--- config.mk ---
export PLATFORM = sky130hd
export DESIGN_NAME = bit_serial_adder_flat
export DESIGN_NICKNAME = d
export VERILOG_FILES = /design/src/rtl/bit_serial_adder_if.sv /design/src/rtl/bit_serial_adder.sv /design/src/flat_wrapper.sv
export SDC_FILE = /design/constraint.sdc
export NUM_CORES = 1
export LEC_CHECK = 0
export CAP_MARGIN = 15
export CORE_MARGIN = 2
export CORE_UTILIZATION = 30
export DETAILED_ROUTE_END_ITERATION = 6
export SLEW_MARGIN = 0
export SYNTH_ARGS = -nofsm -noshare
export SYNTH_HDL_FRONTEND = slang
export SYNTH_SLANG_ARGS = --single-unit
--- constraint.sdc ---
create_clock -name clk -period 1.3 [get_ports clk]
set_clock_uncertainty 0.1 [all_clocks]
set_input_delay 0.325 -clock clk [delete_from_list [all_inputs] [get_ports clk]]
set_output_delay 0.325 -clock clk [all_outputs]
set_load 0.03 [all_outputs]
--- src/rtl/bit_serial_adder_if.sv ---
// Handshake and operand/result bundle for bit_serial_adder.
// The sub request line exists only when SERIAL_SUB_EN is defined.
interface bit_serial_adder_if #(
  parameter int unsigned WIDTH = 8
);
  logic             start;
  logic [WIDTH-1:0] opA;
  logic [WIDTH-1:0] opB;
`ifdef SERIAL_SUB_EN
  logic             sub;
`endif
  logic             ready;
  logic             busy;
  logic             done;
  logic [WIDTH-1:0] result;
  logic             cout;
  logic             ovf;

  modport master (
`ifdef SERIAL_SUB_EN
    output sub,
`endif
    output start, opA, opB,
    input  ready, busy, done, result, cout, ovf
  );

  modport slave (
`ifdef SERIAL_SUB_EN
    input  sub,
`endif
    input  start, opA, opB,
    output ready, busy, done, result, cout, ovf
  );
endinterface

--- src/rtl/bit_serial_adder.sv ---
// LSB-first bit-serial adder around a single 1-bit full_adder cell.
// Define SERIAL_SUB_EN to add the sub request (A-B via inverted B and carry-in 1).
module full_adder (
  input  logic a,
  input  logic b,
  input  logic cin,
  output logic sum,
  output logic cout
);
  assign sum  = a ^ b ^ cin;
  assign cout = (a & b) | (a & cin) | (b & cin);
endmodule

module bit_serial_adder #(
  parameter int unsigned WIDTH = 8
) (
  input  logic               clk,
  input  logic               rst,
  bit_serial_adder_if.slave  bus
);
  localparam int unsigned CW = $clog2(WIDTH);
  localparam logic [CW-1:0] LAST = CW'(WIDTH - 1);

  typedef enum logic [1:0] {IDLE, RUN, DONE} state_t;

  state_t           state, state_nxt;
  logic [CW-1:0]    cnt;
  logic [WIDTH-1:0] a_sh, b_sh, r_sh;
  logic [WIDTH-1:0] result_q;
  logic             carry, cout_q, ovf_q, done_q;
  logic             fa_sum, fa_cout;
  logic             ready, accept, last, sub_in;

`ifdef SERIAL_SUB_EN
  assign sub_in = bus.sub;
`else
  assign sub_in = 1'b0;
`endif

  assign ready  = (state == IDLE) || (state == DONE);
  assign accept = bus.start && ready;
  assign last   = (cnt == LAST);

  full_adder u_fa (
    .a    (a_sh[0]),
    .b    (b_sh[0]),
    .cin  (carry),
    .sum  (fa_sum),
    .cout (fa_cout)
  );

  always_ff @(posedge clk) begin
    if (rst) state <= IDLE;
    else     state <= state_nxt;
  end

  always_comb begin
    state_nxt = state;
    case (state)
      IDLE:    if (bus.start) state_nxt = RUN;
      RUN:     if (last)      state_nxt = DONE;
      DONE:    state_nxt = bus.start ? RUN : IDLE;
      default: state_nxt = IDLE;
    endcase
  end

  always_ff @(posedge clk) begin
    if (rst) begin
      a_sh     <= '0;
      b_sh     <= '0;
      r_sh     <= '0;
      carry    <= 1'b0;
      cnt      <= '0;
      result_q <= '0;
      cout_q   <= 1'b0;
      ovf_q    <= 1'b0;
      done_q   <= 1'b0;
    end else begin
      done_q <= 1'b0;
      if (accept) begin
        a_sh  <= bus.opA;
        b_sh  <= sub_in ? ~bus.opB : bus.opB;
        r_sh  <= '0;
        carry <= sub_in;
        cnt   <= '0;
      end else if (state == RUN) begin
        a_sh  <= a_sh >> 1;
        b_sh  <= b_sh >> 1;
        r_sh  <= {fa_sum, r_sh[WIDTH-1:1]};
        carry <= fa_cout;
        cnt   <= cnt + 1'b1;
        // carry still holds the carry into the MSB on the final edge
        if (last) begin
          result_q <= {fa_sum, r_sh[WIDTH-1:1]};
          cout_q   <= fa_cout;
          ovf_q    <= carry ^ fa_cout;
          done_q   <= 1'b1;
        end
      end
    end
  end

  assign bus.ready  = ready;
  assign bus.busy   = (state == RUN);
  assign bus.done   = done_q;
  assign bus.result = result_q;
  assign bus.cout   = cout_q;
  assign bus.ovf    = ovf_q;
endmodule

--- src/flat_wrapper.sv ---
// flat-port wrapper written by rule: the top's interface ports become plain ports
module bit_serial_adder_flat 
#(
  parameter int unsigned WIDTH = 8
)
  (clk, rst, bus_start, bus_opA, bus_opB, bus_ready, bus_busy, bus_done, bus_result, bus_cout, bus_ovf);
  bit_serial_adder_if #(.WIDTH(WIDTH)) bus_i ();
  input  logic clk;
  input  logic rst;
  input wire logic [$bits(bus_i.start)-1:0] bus_start;
  input wire logic [$bits(bus_i.opA)-1:0] bus_opA;
  input wire logic [$bits(bus_i.opB)-1:0] bus_opB;
  output wire logic [$bits(bus_i.ready)-1:0] bus_ready;
  output wire logic [$bits(bus_i.busy)-1:0] bus_busy;
  output wire logic [$bits(bus_i.done)-1:0] bus_done;
  output wire logic [$bits(bus_i.result)-1:0] bus_result;
  output wire logic [$bits(bus_i.cout)-1:0] bus_cout;
  output wire logic [$bits(bus_i.ovf)-1:0] bus_ovf;
  assign bus_i.start = bus_start;
  assign bus_i.opA = bus_opA;
  assign bus_i.opB = bus_opB;
  assign bus_ready = bus_i.ready;
  assign bus_busy = bus_i.busy;
  assign bus_done = bus_i.done;
  assign bus_result = bus_i.result;
  assign bus_cout = bus_i.cout;
  assign bus_ovf = bus_i.ovf;
  bit_serial_adder #(.WIDTH(WIDTH)) u_core (.clk(clk), .rst(rst), .bus(bus_i));
endmodule
==> impl_results.md, run 1 <==
* Top-count cell post-synth: nand2_1
* Die X at about 76 um
* Synthesized area at 1550 um2
* Final worst slack at -0.0920 ns
* Yosys top cell by area: dfxtp_1
* Adder-cell share of the synthesized area at 0.0291
* Leak at 0.870 nW
* Register-to-Register Path Depth at 5
* Area share of the largest cell type after synthesis at 0.518
* Layout Nets at 251
* Core area at 5040 um2
* Final Instance Area at around 2300 um2
* Synthesis Warnings at 0
* DR vias/cell at about 4.6
* Worst Setup Start Kind: flip-flop
* Avg WL per Cell at roughly 12 um
* H-tree levels at 2
* Data arrival, critical path at slightly below 1 ns
* Stages on worst setup path at 3
* Max_cap viols at 0
* Iteration-0 DRC Markers at 56
* FP Rows at 26
* Critical Path End Type: output port
* Global-route wire length before repair at between 5 and 6 mm
* Overflow after GRT at 0
* Max clock buf depth at 2
* RD Place Congestion at 0.725
* RSZ-0062 raised after global routing: yes
* CTS tree: yes
* Fmax at approximately 720 MHz
* Hold Path Stages at 2
* Ys flop type: dfxtp_1
* Compound-cell area share of the yosys netlist at 0.143
* Synth Register Bits at 40
* Share of post-route cells with drive strength above 1 at 0.343
* DP Area at ~2000 um2
* Worst path slowest cell: dfxtp_2
* CTS Root Cell: clkbuf_8
* Top cells by area, synth: dfxtp_1 52%, nand2_1 10%, a21oi_1 7.1%
* P&R area growth vs syn at 48.5%
* Final core utilization at 0.455
* Outcome: finished, violations left
* Die area at ~5700 um2
* Total power at about 2.7 mW
* Post-DRT Antenna Nets at 0
* Starting Density at 0.306
* Post-synth EDFFs at 0
* Crit path required time at ~0.9 ns
* Tmin final at about 1.4 ns
* Synth Area in Simple Gates at 0.226
* Setup violators final at 12
* Tot GR Track Use at 0.136
* Antenna diodes at 0
* Hold Fails Final Rpt at 0
* Share of flip-flops with an asynchronous set or reset at 0
* I/O Pins at 32
* CP Max Fanout at 3
* Slew of the pin with the lowest slew margin at about 0.21 ns
* CP max stage delay at 0.33 ns
* Syn_nets at around 200
* Pre-CTS setup slack at -0.285 ns
* Worst path bufs/invs at 2
* Die Y at roughly 76 um
* Post-synthesis mux area share at 0.00648
* Slew margin rel. at 0.862
* Violated checks: negative setup slack
* Vias in the first global route at approximately 1300
* Post-Synth XOR/XNOR Area at 0.0113
* Hold Crit Class: flip-flop to flip-flop
* Cts-stage hold buffer count at 0
* Fin crit share at 1.07
* Fin. max-slew vios at 0
* Pwr Density at around 1200 nW/um2
* CTS Buf Count at 5
* TritonRoute pass-1 iters at 4
* Worst skew pair latency at ~0.29 ns
* Routed vias at 1389
* Syn avg cell area at roughly 8.6 um2
* Synth top cells by count: 43 x nand2_1, 40 x dfxtp_1, 22 x a21oi_1
* Seq/Total Area, Yosys at 0.518
* Final wirelength at around 3.6 mm
* Netlist cell types at 25
* Largest family of logic cells by synthesized area: simple AND/OR/NAND/NOR gates
* CP delay by family, top: flip-flops
* Post-route DRC violation count at 0
* Kind of critical path: flip-flop to output port
* Max VDD drop at between 0.0004 and 0.0005 V
* Reg clk slew, reported paths at around 0.08 ns
* Ordered list of cells on the worst path: nand2b_4, inv_4, buf_6
* Largest net degree at the start of global routing at 17
* HPWL after detailed placement at about 2.4 mm
* Syn Inst Count at 180
* Initial antenna violation count at 0
* Sink Count at 40
* PortBufs at 31
[tightest hold or removal path, stage by stage (launching register included)]
cell and delay (ns):
dfxtp_1 0.31, nand3_1 0.06, a21oi_1 0.06
[registers in the layout, summed over array words and instances, names as in the netlist]
name,cells
u_core.cnt,3
u_core.bus.result,8
u_core.r_sh,7
u_core.bus.ovf,1
u_core.bus.done,1
u_core.a_sh,8
u_core.state,2
u_core.b_sh,8
u_core.bus.cout,1
u_core.carry,1
[cells by family after synthesis]
| kind of cell | after synthesis |
|---|---|
| buffers and inverters | 16 |
| flip-flops | 40 |
| AND/OR/NAND/NOR | 80 |
| XOR/XNOR | 2 |
| AO/OA/AOI/OAI | 38 |
| adder cells (fa/ha/maj) | 3 |
| multiplexers | 1 |
[report_power, final]
group | switching, mW | internal [mW]
Combinational | 0.180 | 0.202
Sequential | 0.0385 | 1.28
Clock | 0.421 | 0.570
[path summary, 6_finish.rpt]
kind / slack, ns / to / startpoint
max: -0.09 / bus_busy / u_core.state[1]
min: 0.37 / u_core.b_sh[7] / u_core.b_sh[7]
min reg2reg: 0.37 / u_core.b_sh[7] / u_core.b_sh[7]
max reg2reg: -0.05 / u_core.bus.ovf / u_core.cnt[0]
[stage by stage]
stage               instances  TNS [ns]  hold slack [ns]
global placement          288     -7.61            0.342
detailed placement        288     -7.71            0.348
CTS                       299    -0.361            0.362
finish                    300    -0.332            0.369
floorplan                 180         0            0.332
global route              300     -1.07            0.385
[what timing repair did]
item | CTS | global route
pin swaps | 9 | 2
buffers inserted | 2 | 1
endpoints found under the setup margin | 13 | 32
gates cloned | 1 | 0
resized for setup | 29 | 16
[area by class of cell]
| type | count | area [um2] |
|---|---|---|
| repair buffers | 56 | 510 |
| clock buffers | 6 | 72.6 |
| clock inverters | 2 | 35.0 |
| multi-input cells | 124 | 771 |
| fillers | 507 | 2750 |
| flip-flops and latches | 40 | 808 |
| inverters | 2 | 10.0 |
| well taps | 70 | 87.6 |
[metal layers]
layer | share of wire | GRT usage | up-vias | routed length [um]
met5 | 0 | 0 | - | 0
met4 | 0.020 | 0.0643 | 0 | 71
met3 | 0.043 | 0.0437 | 6 | 156
met2 | 0.46 | 0.209 | 27 | 1660
met1 | 0.48 | 0.171 | 645 | 1730
li1 | - | - | 711 | -
[cell usage in the layout (no fill, tap or decap), types with 2 or more instances in the layout]
cell	netlist	final
a22oi_1	2	2
buf_4	3	29
ha_4	0	2
a21oi_2	0	9
xnor2_1	2	2
dfxtp_2	0	3
buf_6	3	8
clkbuf_8	0	5
clkdlybuf4s50_1	0	17
nand3_1	3	3
nand2_2	0	8
o22ai_1	10	10
nor3_2	0	3
nand2b_1	3	2
a21oi_1	22	13
nand2_1	43	34
dfxtp_1	40	36
nor3_1	21	18
nor2_1	7	7
Power figures use the tool's default switching activity.
==> inputs of run 2 (changes only) <==
SYNTH_HIERARCHICAL = 1   (was default)
==> run 2 against run 1 <==
The flow still finishes with violations (negative setup slack). First-iteration DRC count rose by 79%. Die area increased by 2.0%. Synthesized cell count unchanged. Total power rose by 2.4%. Via count up 2.2%. Area after synthesis increased by 2.1%. Clock-buffer cell count fell by 1. Cell count shrank 0.33%. Combinational power rose by 8.9%. Worst setup slack got worse by 0.020 ns. Critical path depth stayed put. Critical endpoint unchanged. Largest cell class unchanged. Largest power group unchanged.
==> impl_results.md, run 2 <==
* Sw Pwr at ~0.69 mW
* Global-route wire length before repair at ~6.4 mm
* DP Area at around 2000 um2
* Final core utilization at 0.448
* Fin. max-slew vios at 0
* Fmax at approximately 710 MHz
* Reg-to-reg setup timing slack at -0.05 ns
* Outcome: finished, violations left
* DR vias/cell at 4.75
* Final worst slack at -0.112 ns
* Synthesis Warnings at 6
* Sw Share at 0.251
* Max VDD drop at just under 0.0005 V
* Post-synth EDFFs at 0
* Area share of the largest cell type after synthesis at 0.508
* RD Place Congestion at around 0.70
* Reg clk slew, reported paths at ~0.080 ns
* Hold Fails Final Rpt at 0
* Most common cell after layout, fill and taps aside: nand2_1
* Initial antenna violation count at 0
* Hold path start: u_core/bus.result[0]
* Placed insts at around 280
* Final Instance Area at 2290 um2
* Register-to-Register Path Depth at 6
* Layout Nets at 250
* Avg WL per Cell at ~13 um
* Seq/Total Area, Yosys at 0.508
* Syn Inst Count at 180
* Leak at around 0.86 nW
* Violated checks: negative setup slack
* TritonRoute pass-1 iters at 4
* Tot GR Track Use at 0.137
* R2r startpoint: u_core/state[1]
* I/O Pins at 32
* Sink Count at 40
* Routed vias at about 1400
* Starting Density at 0.309
* Largest net degree at the start of global routing at 19
* Pre-CTS setup slack at -0.348 ns
* Netlist cell types at 26
* H-tree levels at 2
* Fillers at around 520
* Synthesized area at 1580 um2
* Hold Path End: u_core/bus.result[0]
* Synth top cells by count: 43 x nand2_1, 40 x dfxtp_1, 22 x a21oi_1
* Vias in the first global route at roughly 1400
* Die area at about 5900 um2
* Finished Layout Cells at about 300
* HPWL after detailed placement at 2.40 mm
* Worst R2R End: u_core/state[0]
* Seq pwr share at 0.476
* Pint at 2.06 mW
* Die X at around 77 um
* Tmin final at approximately 1.4 ns
* Syn_nets at roughly 200
* Iteration-0 DRC Markers at 100
* Overflow after GRT at 0
* Top cells by area, synth: dfxtp_1 51%, nand2_1 10%, a21oi_1 7.0%
* CTS Root Cell: clkbuf_8
* Antenna diodes at 0
* Hold Crit Class: flip-flop to flip-flop
* Fin crit share at 1.09
* Worst skew pair latency at about 0.3 ns
* Combinational Power Share at 0.151
* Slew margin rel. at 0.852
* Commonest cells after routing, fill and taps aside: 43 x nand2_1, 36 x dfxtp_1, 25 x buf_4
* Share of flip-flops with an asynchronous set or reset at 0
* FP Rows at 26
* Ys flop type: dfxtp_1
* P&R area growth vs syn at 45.0%
* RSZ-0062 raised after global routing: yes
* Syn avg cell area at slightly below 9 um2
* Total power at approximately 2.8 mW
* Kind of critical path: flip-flop to output port
* CTS tree: yes
* Cts-stage hold buffer count at 0
* Max_cap viols at 0
* PortBufs at 31
* Clk pwr share at 0.372
* Slew of the pin with the lowest slew margin at 0.221 ns
* Die Y at about 77 um
* Max clock buf depth at 2
* Data arrival, critical path at around 1 ns
* Synth Register Bits at 40
* CTS Buf Count at 5
* Share of post-route cells with drive strength above 1 at 0.284
* Hold Path Stages at 2
* CP Max Fanout at 2
* Post-DRT Antenna Nets at 0
* Yosys top cell by area: dfxtp_1
* Core area at between 5000 and 6000 um2
* Final wirelength at between 3 and 4 mm
* Critical Path End Type: output port
* Crit path required time at a little under 0.9 ns
* Setup violators final at 7
* Worst Setup Start Kind: flip-flop
* Pwr Density at about 1200 nW/um2
* Top-count cell post-synth: nand2_1
* Post-route DRC violation count at 0
==> run 2: power groups by stage <==
stage                     sequential, mW  clock, mW  combinational (mW)
after detailed placement            1.34          0               0.354
final                               1.31       1.03               0.416
after global routing                1.32       1.09               0.451
after CTS                           1.31       1.03               0.398
after global placement              1.33          0               0.352
after floorplan                     1.33          0               0.224
==> run 2: through the flow <==
| stage | setup TNS (ns) | hold slack (ns) |
|---|---|---|
| 2_1_floorplan | 0 | 0.332 |
| 3_3_place_gp | -8.18 | 0.346 |
| 3_5_place_dp | -8.67 | 0.347 |
| 4_1_cts | -1.11 | 0.358 |
| 5_1_grt | -1.33 | 0.374 |
| 6_report | -0.304 | 0.356 |
==> run 2: logic make-up (layout without fill, tap and decap cells) <==
family	after synthesis	after routing	synth area share
flops	40	40	0.508
buf+inv	16	64	0.0793
mux	1	1	0.00634
compound gates	38	38	0.144
xor+xnor	2	2	0.0111
fa+ha+maj	3	3	0.0285
simple gates	80	81	0.224
==> run 2: worst max-delay path by stage <==
stage / slack [ns] / to / from / cells after the start
6_report: -0.11 / bus_busy / u_core/state[1] / 3
5_1_grt: -0.14 / bus_busy / u_core/state[1] / 3
4_1_cts: -0.1 / bus_busy / u_core/state[1] / 3
3_5_place_dp: -0.35 / u_core/b_sh[4] / bus_start / 5
3_3_place_gp: -0.31 / u_core/b_sh[5] / bus_start / 5
2_1_floorplan: 0.01 / u_core/bus.result[2] / u_core/cnt[0] / 6
==> run 2: what timing repair did <==
action,4_1_cts,5_1_grt
resized for setup,21,10
cloned,3,0
setup buffers,3,1
pin swaps,3,3
setup endpoints to repair,33,40
==> run 2: critical path, cell delays in order, from the launching register on <==
cell	delay, ns
dfxtp_2	0.35
nand2b_4	0.16
clkinv_8	0.05
buf_6	0.13
==> run 2: final cells by class <==
| cell class | count | area [um2] | share of cell area |
|---|---|---|---|
| flip-flops and latches | 40 | 806 | 0.352 |
| multi-input cells | 125 | 734 | 0.321 |
| repair buffers | 53 | 518 | 0.226 |
| well taps | 70 | 87.6 | 0.0383 |
| clock buffers | 5 | 68.8 | 0.0301 |
| clock inverters | 3 | 42.5 | 0.0186 |
| inverters | 2 | 22.5 | 0.00984 |
| repair inverters | 1 | 8.76 | 0.00383 |
==> run 2: routing by layer <==
metal / routed length, um / vias up / global-route usage / share of wire
li1: - / 714 / - / -
met5: 0 / - / 0 / 0
met1: 1750 / 660 / 0.176 / 0.46
met2: 1830 / 42 / 0.223 / 0.48
met4: 31 / 0 / 0.0491 / 0.0082
met3: 189 / 4 / 0.0320 / 0.050
==> inputs of run 3 (changes only) <==
CORE_UTILIZATION = 45   (was 30)
PLACE_DENSITY = 0.74   (was default)
==> run 3 against run 2 <==
The run still ends with negative setup slack left. Critical path depth did not move. Sequential power barely moved. Worst setup slack got worse by 0.085 ns.
==> impl_results.md, run 3 (same netlist as run 2, synthesis figures left out) <==
* Outcome: finished, violations left
* Violated checks: negative setup slack
* Core area at between 3000 and 4000 um2
* CTS Root Cell: clkbuf_4
* H-tree levels at 2
* Starting Density at 0.469
* Slew of the pin with the lowest slew margin at roughly 0.25 ns
* Fmax at about 670 MHz
* Setup violators final at 33
* Routed vias at between 1500 and 2000
* TritonRoute pass-1 iters at 5
* HPWL after detailed placement at approximately 2.4 mm
* Max clock buf depth at 2
* Max_cap viols at 0
* Largest net degree at the start of global routing at 19
* Crit path required time at approximately 0.9 ns
* Layout Nets at between 200 and 300
* Most common cell after layout, fill and taps aside: nand2_1
* DP Area at 1970 um2
* P&R area growth vs syn at 69.5%
* Tmin final at approximately 1.5 ns
* Critical Path End: bus_busy
* Worst Setup Start Kind: flip-flop
* Total power at around 2.7 mW
* Share of post-route cells with drive strength above 1 at 0.531
* Hold Path Stages at 2
* Overflow after GRT at 0
* Worst skew pair latency at ~0.35 ns
* PortBufs at 31
* Global-route wire length before repair at ~6.5 mm
* Die area at ~4000 um2
* Final worst slack at -0.197 ns
* DR vias/cell at between 5 and 6
* Fin crit share at 1.15
* Tot GR Track Use at 0.207
* Pre-CTS setup slack at -0.333 ns
* Reg clk slew, reported paths at around 0.12 ns
* RD Place Congestion at ~0.8
* Kind of critical path: flip-flop to output port
* Cts-stage hold buffer count at 0
* Final wirelength at between 5 and 6 mm
* Critical Path End Type: output port
* Leak at between 1 and 1.5 nW
* Post-DRT Antenna Nets at 0
* CTS Buf Count at 5
* Final Instance Area at 2670 um2
* Fin. max-slew vios at 0
* Die X at 63.2 um
* FP Rows at 21
* Commonest cells after routing, fill and taps aside: 31 x nand2_1, 25 x dfxtp_1, 22 x buf_6
* Vias in the first global route at roughly 1500
* CP Max Fanout at 2
* Pwr Density at around 1000 nW/um2
* R2r startpoint: u_core/state[1]
* Avg WL per Cell at roughly 19 um
* CTS tree: yes
* Sink Count at 40
* Hold Fails Final Rpt at 0
* Hold Crit Class: flip-flop to flip-flop
* RSZ-0062 raised after global routing: yes
* Iteration-0 DRC Markers at about 110
* Slew margin rel. at 0.833
* Max VDD drop at ~0.00083 V
* Crit path from: u_core/state[1]
* Data arrival, critical path at 1.07 ns
* Register-to-Register Path Depth at 6
* Reg-to-reg setup timing slack at -0.18 ns
* Post-route DRC violation count at 0
* Antenna diodes at 0
* I/O Pins at 32
* Setup TNS at -2.86 ns
* Worst R2R End: u_core/state[0]
* Initial antenna violation count at 0
* Die Y at around 63 um
==> run 3: changes by cell type in the layout (fill, tap and decap cells not counted), sizes merged <==
cell           change
buf               +14
clkbuf             +3
clkdlybuf4s50      +1
clkinvlp           -1
dlymetal6s2s       -1
==> run 3: what timing repair did <==
action | 4_1_cts | 5_1_grt
gates resized for setup | 31 | 80
cloned | 3 | 3
endpoints found under the hold margin | 0 | 0
setup endpoints to repair | 36 | 43
pin swaps | 12 | 22
setup buffers | 7 | 11
==> run 3: final cells by class <==
type                            count  area [um2]
Multi-Input combinational cell    125         941
Sequential cell                    40         825
Timing Repair Buffer               69         746
Fill cell                         190         689
Tap cell                           46        57.6
Clock buffer                        6        41.3
Clock inverter                      2        35.0
Timing Repair inverter              1        16.3
Inverter                            2        12.5
==> run 3: worst min-delay path by stage <==
stage,startpoint,to
2_1_floorplan,u_core/r_sh[1],u_core/bus.result[0]
3_3_place_gp,u_core/r_sh[1],u_core/r_sh[1]
3_5_place_dp,u_core/r_sh[1],u_core/r_sh[1]
4_1_cts,u_core/r_sh[1],u_core/r_sh[1]
5_1_grt,u_core/r_sh[1],u_core/bus.result[0]
6_report,u_core/r_sh[1],u_core/bus.result[0]
==> run 3: critical path: stages (launching register included) <==
cell and delay (ns):
dfxtp_2 0.37, nand2b_4 0.16, clkinv_4 0.07, buf_6 0.13
==> run 3: power breakdown <==
part           switching, mW  internal [mW]
logic                  0.267          0.310
registers             0.0516           1.28
clock network          0.415          0.403
total                  0.734           1.99
==> run 3: metal layers <==
metal / wire [um] / track usage / vias to the layer above
met5: 0 / 0 / -
met4: 157 / 0.0842 / 0
met3: 395 / 0.0607 / 19
met2: 2810 / 0.362 / 98
met1: 2130 / 0.237 / 799
li1: - / - / 745
==> run 3: stage by stage <==
step / cells / hold WS, ns / util
after global routing: 291 / 0.399 / 0.795
after floorplan: 180 / 0.332 / -
after detailed placement: 259 / 0.350 / 0.584
after global placement: 259 / 0.343 / 0.584
final: 291 / 0.367 / 0.795
after CTS: 277 / 0.366 / 0.658
